[config.mk]
export PLATFORM = sky130hd
export DESIGN_NAME = mod_acc_stage
export DESIGN_NICKNAME = d
export VERILOG_FILES = /design/src/rtl/mod_acc_stage.sv
export SDC_FILE = /design/constraint.sdc
export NUM_CORES = 1
export LEC_CHECK = 0
export CAP_MARGIN = 40
export CORE_MARGIN = 10
export CORE_UTILIZATION = 45
export DETAILED_ROUTE_END_ITERATION = 10
export PLACE_DENSITY = 0.78
export REMOVE_ABC_BUFFERS = 1
export SKIP_CTS_REPAIR_TIMING = 1
export SYNTH_ARGS = -nofsm -noshare
export SYNTH_HDL_FRONTEND = slang
export SYNTH_SLANG_ARGS = --single-unit
export TNS_END_PERCENT = 100
[constraint.sdc]
create_clock -name clk -period 4.4 [get_ports clk]
set_input_delay 0.66 -clock clk [delete_from_list [all_inputs] [get_ports clk]]
set_output_delay 0.66 -clock clk [all_outputs]
set_load 0.05 [all_outputs]
[src/rtl/mod_acc_stage.sv]
// rtl/mod_acc_stage.sv - Modular frame accumulator: sums N products mod Q, holds result for handshake
// Optional feature macro: MOD_ACC_RANGECHK_EN (pre-reduce out-of-range beats, sticky err flag)
module mod_acc_stage #(
  parameter int             V = 16,
  parameter logic [2*V-1:0] Q = 32'd4294955009,
  parameter int             N = 256
) (
  input  logic           clk,
  input  logic           rst_n,
  input  logic           clr,
  input  logic           in_valid,
  output logic           in_ready,
  input  logic [2*V-1:0] in_data,
  output logic           out_valid,
  input  logic           out_ready,
  output logic [2*V-1:0] out_data,
  output logic           err
);

  localparam int            W    = 2 * V;
  localparam int            CW   = $clog2(N + 1);
  localparam logic [CW-1:0] LAST = CW'(N - 1);
  localparam logic [W:0]    QX   = {1'b0, Q};

  typedef enum logic {
    ACC  = 1'b0,
    HOLD = 1'b1
  } state_t;

  state_t        state, state_nx;
  logic [W-1:0]  acc, acc_nx;
  logic [CW-1:0] cnt, cnt_nx;
  logic [W-1:0]  out_q, out_nx;
  logic [W-1:0]  x;
  logic [W:0]    s;
  logic [W-1:0]  red;
  logic          accept;

  assign in_ready  = (state == ACC);
  assign out_valid = (state == HOLD);
  assign out_data  = out_q;

  // clr takes priority over a same-cycle beat
  assign accept = (state == ACC) && in_valid && !clr;

`ifdef MOD_ACC_RANGECHK_EN
  logic range_hit;
  logic err_q;

  assign range_hit = (in_data >= Q);
  assign x         = range_hit ? (in_data - Q) : in_data;
  assign err       = err_q;

  // Sticky range error: only reset clears it, clr deliberately leaves it alone
  always_ff @(posedge clk or negedge rst_n) begin
    if (!rst_n) begin
      err_q <= 1'b0;
    end else if (accept && range_hit) begin
      err_q <= 1'b1;
    end
  end
`else
  assign x   = in_data;
  assign err = 1'b0;
`endif

  // One conditional subtract keeps the sum in [0, Q) since both operands are < Q
  assign s   = {1'b0, acc} + {1'b0, x};
  assign red = (s >= QX) ? W'(s - QX) : s[W-1:0];

  // Next-state: accumulate in ACC, close the frame on the N-th beat, wait in HOLD
  always_comb begin
    state_nx = state;
    acc_nx   = acc;
    cnt_nx   = cnt;
    out_nx   = out_q;
    case (state)
      ACC: begin
        if (clr) begin
          acc_nx = '0;
          cnt_nx = '0;
        end else if (in_valid) begin
          if (cnt == LAST) begin
            out_nx   = red;
            acc_nx   = '0;
            cnt_nx   = '0;
            state_nx = HOLD;
          end else begin
            acc_nx = red;
            cnt_nx = cnt + CW'(1);
          end
        end
      end
      HOLD: begin
        if (clr || out_ready) begin
          state_nx = ACC;
        end
      end
      default: state_nx = ACC;
    endcase
  end

  // State register; reset drops any partial frame and any held result
  always_ff @(posedge clk or negedge rst_n) begin
    if (!rst_n) begin
      state <= ACC;
      acc   <= '0;
      cnt   <= '0;
      out_q <= '0;
    end else begin
      state <= state_nx;
      acc   <= acc_nx;
      cnt   <= cnt_nx;
      out_q <= out_nx;
    end
  end

endmodule

### After elaboration in Yosys (flattened, before gate mapping)

Cells that the tools add are included.

| word-level totals | value |
|---|---|
| register bits after elaboration | 74 |
| input port bits | 37 |
| output and inout bits | 35 |
| word-level logic and storage cells | 27 |

| operators by class | value |
|---|---|
| $add $sub $neg | 3 |
| order comparisons | 1 |
| equality and inequality tests | 1 |
| multiplexer cells | 12 |
| bitwise operators | 2 |
| reduce and logical (&&, ||, !) cells | 4 |

Operator list:

| cell | count |
|---|---|
| $mux W32 | 4 |
| $add A32 B32 Y33 | 1 |
| $ge A33 B32 Y1 const B | 1 |
| $sub A32 B32 Y32 const B | 1 |
| $mux W9 | 3 |
| $add A9 B1 Y9 const B | 1 |
| $eq A9 B8 Y1 const B | 1 |
| $mux W1 | 4 |
| $reduce_and A4 Y1 | 1 |
| $not A1 Y1 | 2 |
| $pmux W1 S2 | 1 |
| $reduce_and A2 Y1 | 1 |
| $reduce_bool A2 Y1 | 1 |
| $logic_or A1 B1 Y1 | 1 |

### Longest topological paths before layout

Gate-level depths: netlist of run 1.

| logic depth | value |
|---|---|
| depth in word-level cells | 6 |
| mapped depth | 15 |
| mapped depth without buffers | 13 |

### Worst setup path after synthesis of run 1

Ideal clock, no wire load.

| timing path | value |
|---|---|
| path kind | input to register |
| from | input port in_data[0] |
| to | register out_q[18] (netlist: out_data[18]) |
| arrival | 3.859 ns |
| slack | 0.417 ns |
| stages on the path | 14 |
| path buffers | 1 |
| cell sequence | ha_1 fa_1 a21o_1 a311o_1 a31oi_2 a41oi_2 a31oi_1 xnor2_1 nand4b_1 nor4b_2 buf_6 o211ai_1 xor2_1 mux2_2 |

| between the ends | value |
|---|---|
| longest elaborated chain between the ends | 3 |
| elaborated cells on any way between the ends | 4 |

Ends and longest elaborated chain:

| item | RTL line | text |
|---|---|---|
| from (decl) | 13 | `input logic [2*V-1:0] in_data,` |
| $add A32 B32 Y33 * | 68 | `assign s = {1'b0, acc} + {1'b0, x};` |
| $sub A32 B32 Y32 / $ge A33 B32 Y1 (equally long branches) | 69 | `assign red = (s >= QX) ? W'(s - QX) : s[W-1:0];` |
| $mux W32 * | 69 |  |
| to (signal assigned) | 114 | `out_q <= out_nx;` |
| to (decl) | 33 | `logic [W-1:0] out_q, out_nx;` |

Every way passes the cells marked *; elsewhere a longest branch is shown, timed or not.
A chain may end at the register's enable or synchronous reset.

### Final worst setup path of run 1

| timing path | value |
|---|---|
| from | input port in_data[4] |
| to | register acc[24] |

| between the ends | value |
|---|---|
| longest elaborated chain between the ends | 6 |
| elaborated cells on any way between the ends | 7 |

Ends and longest elaborated chain:

| item | RTL line | text |
|---|---|---|
| $add A32 B32 Y33 * | 68 |  |
| $sub A32 B32 Y32 / $ge A33 B32 Y1 (equally long branches) | 69 |  |
| $mux W32 * | 69 |  |
| $mux W32 * | 83 | `if (cnt == LAST) begin` |
| $mux W32 * | 82 | `end else if (in_valid) begin` |
| $mux W32 * | 79 | `if (clr) begin` |
| to (signal assigned) | 112 | `acc <= acc_nx;` |
| to (decl) | 31 | `logic [W-1:0] acc, acc_nx;` |

Every way passes the cells marked *; elsewhere a longest branch is shown, timed or not. The select of a mux whose other input is x is not followed.

==> out/results.txt, run 1 <==
Status = completed
Critical setup path kind = input port to flop
Clock power share = 24.6%
Final setup margin = 0.1327 ns
Wire per inst = 17.15 um
Layout cells sized above 1 = 22.33%
Arrival time at the worst endpoint = 4.48 ns
Post-Place Setup Slack = -0.3872 ns
Min Tclk post-route = 4.267 ns
Yosys top cell area share = 32.17%
Site Rows = 41
IO Pins = 72
Psw = 1.287 mW
Inst Count DP = 1,008
Hold Vio Cnt, Final = 0
Crit path cell chain = clkdlybuf4s50_1 -> ha_4 -> buf_4 -> nand2_2 -> o31a_4 -> o31a_1 -> xor2_2 -> o211ai_1 -> nor4_2 -> o31ai_4 -> nor4b_4 -> buf_4 -> clkbuf_16 -> o211ai_1 -> xor2_1 -> o21ai_1
YS warnings = 0
MaxCap Viol Count = 0
First-pass GRT wire length = 28,860 um
Pwr per Cell Area = 417.4 nW/um^2
Syn_area_per_cell = 8.283 um^2
Synthesized instance count = 695
Fin. max-slew vios = 0
DP HPWL = 13,360 um
Synth area leader = dfrtp_1
Crit path max fanout = 6
# fillers = 1,081
Post-Route Setup TNS = 0 ns
WP buf/inv = 4
FMAX = 0.2343 GHz
Die outline area = 17,720 um^2
Dpl cell area = 7371 um^2
Ant diodes = 0
Core region area = 12,570 um^2
Critical Path End Type = flop
IR drop worst, VDD = 288.2 uV
Top cells by area, synth = dfrtp_1 32%, ha_1 7.6%, nand2_1 6.7%, o21ai_0 6.1%, xnor2_1 4.0%
Antenna violations before repair = 0
Rel. slew slack = 53.42%
Latest clock arrival within the worst-skew pair = 0.36 ns
Grt ovf = 0
TritonCTS Buffers = 9
Core Util, Final = 63.28%
Sequential area share after synthesis = 32.17%
Most common library cells after synthesis = 103 x nand2_1, 74 x dfrtp_1, 70 x o21ai_0
GRT Overall Usage = 19.47%
Fin cells = 1,032
Top-count cell post-synth = nand2_1
IO Port Bufs = 70
Setup violators final = 0
Share of synthesized registers carrying an async set or reset = 100.0%
Yosys cell types = 78
Final cycle utilization of the critical path = 96.98%
Switching Fraction = 38.76%
CP max-delay cell = clkdlybuf4s50_1
Startpoint Class = input port
Initial DRC Count = 428
DRT Pass-1 Iters = 5
Height of the die = 133.1 um
Hold_ws = 0.2551 ns
Most used DFF post-synth = dfrtp_1
Cell family with most CP delay = compound AO/OA/AOI/OAI gates
Total power = 3.319 mW
Post-synth EDFFs = 0
Setup Skew = 0.007022 ns
Largest net degree at the start of global routing = 41
H-tree lvl count = 3
Worst-path clk slew = 0.06 ns
Post-route cell area = 7953 um^2
Max incr delay on CP = 0.45 ns
Synthesis-to-finish area growth = 38.14%
Vias per inst = 5.687
P_leak = 3.458 nW
Root buffer cell = clkbuf_16
Slew @ Worst Pin = 0.6986 ns
Antenna Nets Post-Route = 0
Via count = 5,869
Detailed Route WL = 17,700 um
Pint = 2.033 mW
CTS tree = yes
Drt drc = 0
Starting Density = 45.80%
Die Span X = 133.1 um
Combinational share of power = 52.1%
Clock sinks = 74
Number of synthesized register bits = 74
Reg power frac = 23.3%
Fin nets = 928
Final Wtd Congestion = 0.9417
Hold Path Class = input port to asynchronous set/reset pin
Syn Std Cell Area = 5757 um^2
Vias in the first global route = 5,822
CTS max path bufs = 2
Worst Path Required = 4.61 ns
[state kept, by name (all words and copies together), names as in the netlist]
name	flops
acc	32
cnt	9
out_valid	1
out_data	32
[worst reg2reg max path, stage by stage, from the launching register on]
cell       delay [ns]
dfrtp_1          0.39
ha_2             0.21
fa_2             0.37
a21o_1           0.22
a311oi_2         0.27
buf_4            0.19
o31ai_2          0.07
xnor2_1          0.23
o211ai_1         0.19
nor4_2           0.41
o31ai_4          0.13
nor4b_4          0.39
buf_4            0.19
clkbuf_16        0.14
o211ai_1         0.12
xor2_1           0.26
o21ai_1          0.08
[layout by cell type (no fill, tap or decap), types with 4 or more instances in the layout]
| cell | netlist | layout |
|---|---|---|
| nor2b_1 | 6 | 6 |
| ha_1 | 35 | 32 |
| xor2_1 | 23 | 20 |
| a21o_1 | 13 | 13 |
| o211ai_1 | 12 | 12 |
| clkbuf_16 | 0 | 10 |
| inv_1 | 10 | 10 |
| nand3_1 | 18 | 17 |
| nand2_1 | 103 | 103 |
| nor3_1 | 14 | 14 |
| or2_2 | 7 | 7 |
| and4_1 | 5 | 5 |
| xor2_2 | 1 | 4 |
| o21ai_2 | 0 | 4 |
| and2_1 | 8 | 8 |
| a31oi_1 | 5 | 4 |
| nand4_1 | 9 | 9 |
| dfrtp_1 | 74 | 74 |
| and3_1 | 7 | 7 |
| or3_1 | 6 | 6 |
| o21ai_0 | 70 | 62 |
| clkdlybuf4s50_1 | 0 | 68 |
| buf_4 | 3 | 113 |
| a21oi_1 | 33 | 32 |
| nor2_1 | 36 | 34 |
| xnor2_1 | 26 | 26 |
| o21a_1 | 7 | 7 |
| mux2i_1 | 5 | 5 |
| o2111ai_1 | 7 | 5 |
| o21ai_1 | 41 | 45 |
[kinds of logic (layout without fill, tap and decap cells)]
kind of cell               after synthesis  count (layout)  synth area share (%)
and+or+nand+nor                        242             242                 20.60
other                                    1               1               0.06514
muxes                                    6               6                 1.065
adders and majority gates               36              36                 7.955
DFF                                     74              74                 32.17
AOI/OAI and AO/OA                      237             237                 26.56
xor gates and xnor gates                50              50                 7.737
buffers and inverters                   49             214                 3.847
[metal layers]
metal / wire length, um / vias to the layer above / global-route usage [%] / part of all wire (%)
met5: 0 / - / 0 / 0
met4: 239 / 0 / 6.771 / 1.4
met3: 985 / 19 / 3.421 / 5.6
met2: 8302 / 200 / 31.57 / 47
met1: 8175 / 2789 / 25.55 / 46
li1: - / 2861 / - / -
[cell type report]
type	instances	area (um^2)	share of cell area (%)
clock buffers	9	225.2	2.832
clock inverters	7	102.6	1.290
inverters	10	37.54	0.4720
multi-input cells	572	3867	48.63
flip-flops and latches	74	1852	23.29
well taps	172	215.2	2.706
repair buffers	188	1653	20.78
[path summary, 6_finish.rpt]
| check | start | endpoint | slack [ns] | depth (start not counted) |
|---|---|---|---|---|
| min in group clk | out_data[31]$_DFFE_PN0P_ | out_data[31]$_DFFE_PN0P_ | 0.48 | 2 |
| min | rst_n | acc[30]$_DFFE_PN0P_ | 0.26 | 1 |
| min reg2reg | out_data[31]$_DFFE_PN0P_ | out_data[31]$_DFFE_PN0P_ | 0.48 | 2 |
| max in group asynchronous | rst_n | out_data[15]$_DFFE_PN0P_ | 3.58 | 2 |
| max reg2reg | acc[0]$_DFFE_PN0P_ | acc[24]$_DFFE_PN0P_ | 0.40 | 16 |
| max | in_data[4] | acc[24]$_DFFE_PN0P_ | 0.13 | 16 |
[power groups by stage]
stage / sequential, mW / clock (mW) / combinational (mW)
floorplan: 0.774 / 0 / 0.931
CTS: 0.774 / 0.828 / 1.62
finish: 0.775 / 0.816 / 1.73
global route: 0.783 / 0.856 / 1.88
detailed placement: 0.786 / 0 / 1.61
global placement: 0.782 / 0 / 1.59
Power figures use the tool's default switching activity.
==> run 2, diff against run 1 <==
PLACE_DENSITY = 0.75   (was 0.78)
==> out/results.txt, run 2 (synthesis results as in run 1) <==
Startpoint Class = input port (unchanged)
Wire per inst = 17.87 um (was 17.15 um)
Root buffer cell = clkbuf_16 (unchanged)
Clock sinks = 74 (unchanged)
Flop2flop setup slack = 0.29 ns (was 0.40 ns)
Synthesis-to-finish area growth = 35.91% (was 38.14%)
Die outline area = 17,720 um^2 (unchanged)
Status = completed (unchanged)
FMAX = 0.2333 GHz (was 0.2343 GHz)
Setup violators final = 0 (unchanged)
MaxCap Viol Count = 0 (unchanged)
RR Startpoint = acc[0]$_DFFE_PN0P_ (unchanged)
Hold Vio Cnt, Final = 0 (unchanged)
Worst Path Required = 4.64 ns (was 4.61 ns)
Final Wtd Congestion = 0.9446 (was 0.9417)
Reg2reg end = out_data[18]$_DFFE_PN0P_ (was acc[24]$_DFFE_PN0P_)
Layout cells sized above 1 = 20.82% (was 22.33%)
Slew @ Worst Pin = 0.6984 ns (was 0.6986 ns)
Core region area = 12,570 um^2 (unchanged)
Detailed Route WL = 18,360 um (was 17,700 um)
Inst Count DP = 1,002 (was 1,008)
Antenna Nets Post-Route = 0 (unchanged)
Pwr per Cell Area = 413.2 nW/um^2 (was 417.4 nW/um^2)
Crit path max fanout = 8 (was 6)
H-tree lvl count = 3 (unchanged)
P_leak = 3.404 nW (was 3.458 nW)
Ant diodes = 0 (unchanged)
DRT Pass-1 Iters = 4 (was 5)
Post-Route Setup TNS = 0 ns (unchanged)
Critical Path End Type = flop (unchanged)
Total power = 3.233 mW (was 3.319 mW)
Antenna violations before repair = 0 (unchanged)
RSZ-0062 raised after global routing = no
Setup Skew = 0.006151 ns (was 0.007022 ns)
Vias in the first global route = 5,961 (was 5,822)
IO Pins = 72 (unchanged)
Grt ovf = 0 (unchanged)
Arrival time at the worst endpoint = 4.52 ns (was 4.48 ns)
Worst-path clk slew = 0.06 ns (about the same)
GRT Overall Usage = 20.28% (was 19.47%)
IO Port Bufs = 70 (unchanged)
Initial DRC Count = 357 (was 428)
CTS tree = yes (unchanged)
Site Rows = 41 (unchanged)
Most common cell after layout, fill and taps aside = buf_4 (unchanged)
Drt drc = 0 (unchanged)
Path depth of the worst reg2reg path = 16 (unchanged)
Rel. slew slack = 53.44% (was 53.42%)
Vias per inst = 5.740 (was 5.687)
Critical setup path kind = input port to flop (unchanged)
# fillers = 1,095 (was 1,081)
Starting Density = 45.80% (unchanged)
Final cycle utilization of the critical path = 97.43% (was 96.98%)
Height of the die = 133.1 um (unchanged)
TritonCTS Buffers = 9 (unchanged)
Die Span X = 133.1 um (unchanged)
CTS max path bufs = 2 (unchanged)
Latest clock arrival within the worst-skew pair = 0.35 ns (was 0.36 ns)
Commonest non-fill, non-tap cells in the layout = 106 x buf_4, 103 x nand2_1, 74 x dfrtp_1, 68 x clkdlybuf4s50_1, 66 x o21ai_0 (was 113 x buf_4, 103 x nand2_1, 74 x dfrtp_1, 68 x clkdlybuf4s50_1, 62 x o21ai_0)
DP HPWL = 14,120 um (was 13,360 um)
Via count = 5,895 (was 5,869)
Min Tclk post-route = 4.287 ns (was 4.267 ns)
Fin cells = 1,027 (was 1,032)
Fin. max-slew vios = 0 (unchanged)
Fin nets = 923 (was 928)
IR drop worst, VDD = 259.4 uV (was 288.2 uV)
Largest net degree at the start of global routing = 42 (was 41)
Hold Path Class = input port to asynchronous set/reset pin (unchanged)
First-pass GRT wire length = 29,410 um (was 28,860 um)
## run 2: layout make-up
type	count	area (um^2)	share of cell area [%]
clock buffer	12	256.5	3.278
timing repair buffer	183	1619	20.69
inverter	10	37.54	0.4798
clock inverter	4	32.53	0.4158
multi-input combinational	572	3811	48.71
sequential	74	1852	23.67
tap	172	215.2	2.751
## run 2: metrics by stage
stage          util, %  hold WS, ns  setup WS, ns  cell area, um^2
2_1_floorplan        -       0.3644       -0.7716             5573
6_report         62.25       0.2584        0.1129             7824
3_5_place_dp     58.29       0.4738       -0.3990             7326
4_1_cts          60.59       0.2627      -0.05638             7615
5_1_grt          62.25       0.2812       0.01208             7824
3_3_place_gp     58.13       0.4623       -0.3203             7306
## run 2: how the worst max path moves through the flow
stage / cells after the start / endpoint / slack [ns] / from
finish: 16 / out_data[18]$_DFFE_PN0P_ / 0.11 / in_data[4]
global route: 15 / out_data[18]$_DFFE_PN0P_ / 0.01 / in_data[4]
CTS: 15 / acc[24]$_DFFE_PN0P_ / -0.06 / in_data[0]
detailed placement: 17 / acc[24]$_DFFE_PN0P_ / -0.40 / in_data[0]
global placement: 17 / out_data[18]$_DFFE_PN0P_ / -0.32 / in_data[0]
floorplan: 13 / out_data[15]$_DFFE_PN0P_ / -0.77 / in_data[0]
## run 2: worst max-delay path, cell delays in order
cell and delay (ns):
clkdlybuf4s50_1 0.48, ha_2 0.32, a21o_1 0.27, a311oi_4 0.44
o21ai_1 0.18, xnor2_1 0.18, buf_4 0.15, nand4_1 0.14
nor4_2 0.36, o31ai_4 0.13, nor4b_4 0.29, buf_6 0.19
buf_12 0.14, o211ai_1 0.11, xor2_1 0.21, mux2_4 0.28
## run 2: power breakdown
| group | switching (mW) | internal (mW) |
|---|---|---|
| clock network | 0.307 | 0.417 |
| registers | 0.0410 | 0.737 |
| logic | 0.936 | 0.795 |
| total | 1.28 | 1.95 |
## run 2: per-layer routing
metal,vias up,share of wire (%),GRT usage [%]
met5,-,0,0
met4,0,3.5,9.008
met3,40,5.0,4.286
met2,188,49,34.98
met1,2804,43,23.69
li1,2863,-,-
==> run 3, diff against run 2 <==
ABC_CLOCK_PERIOD_IN_PS = 4400   (was unset)
==> results of run 3 <==
Final layout, timing and power as in run 2 (identical DEF).
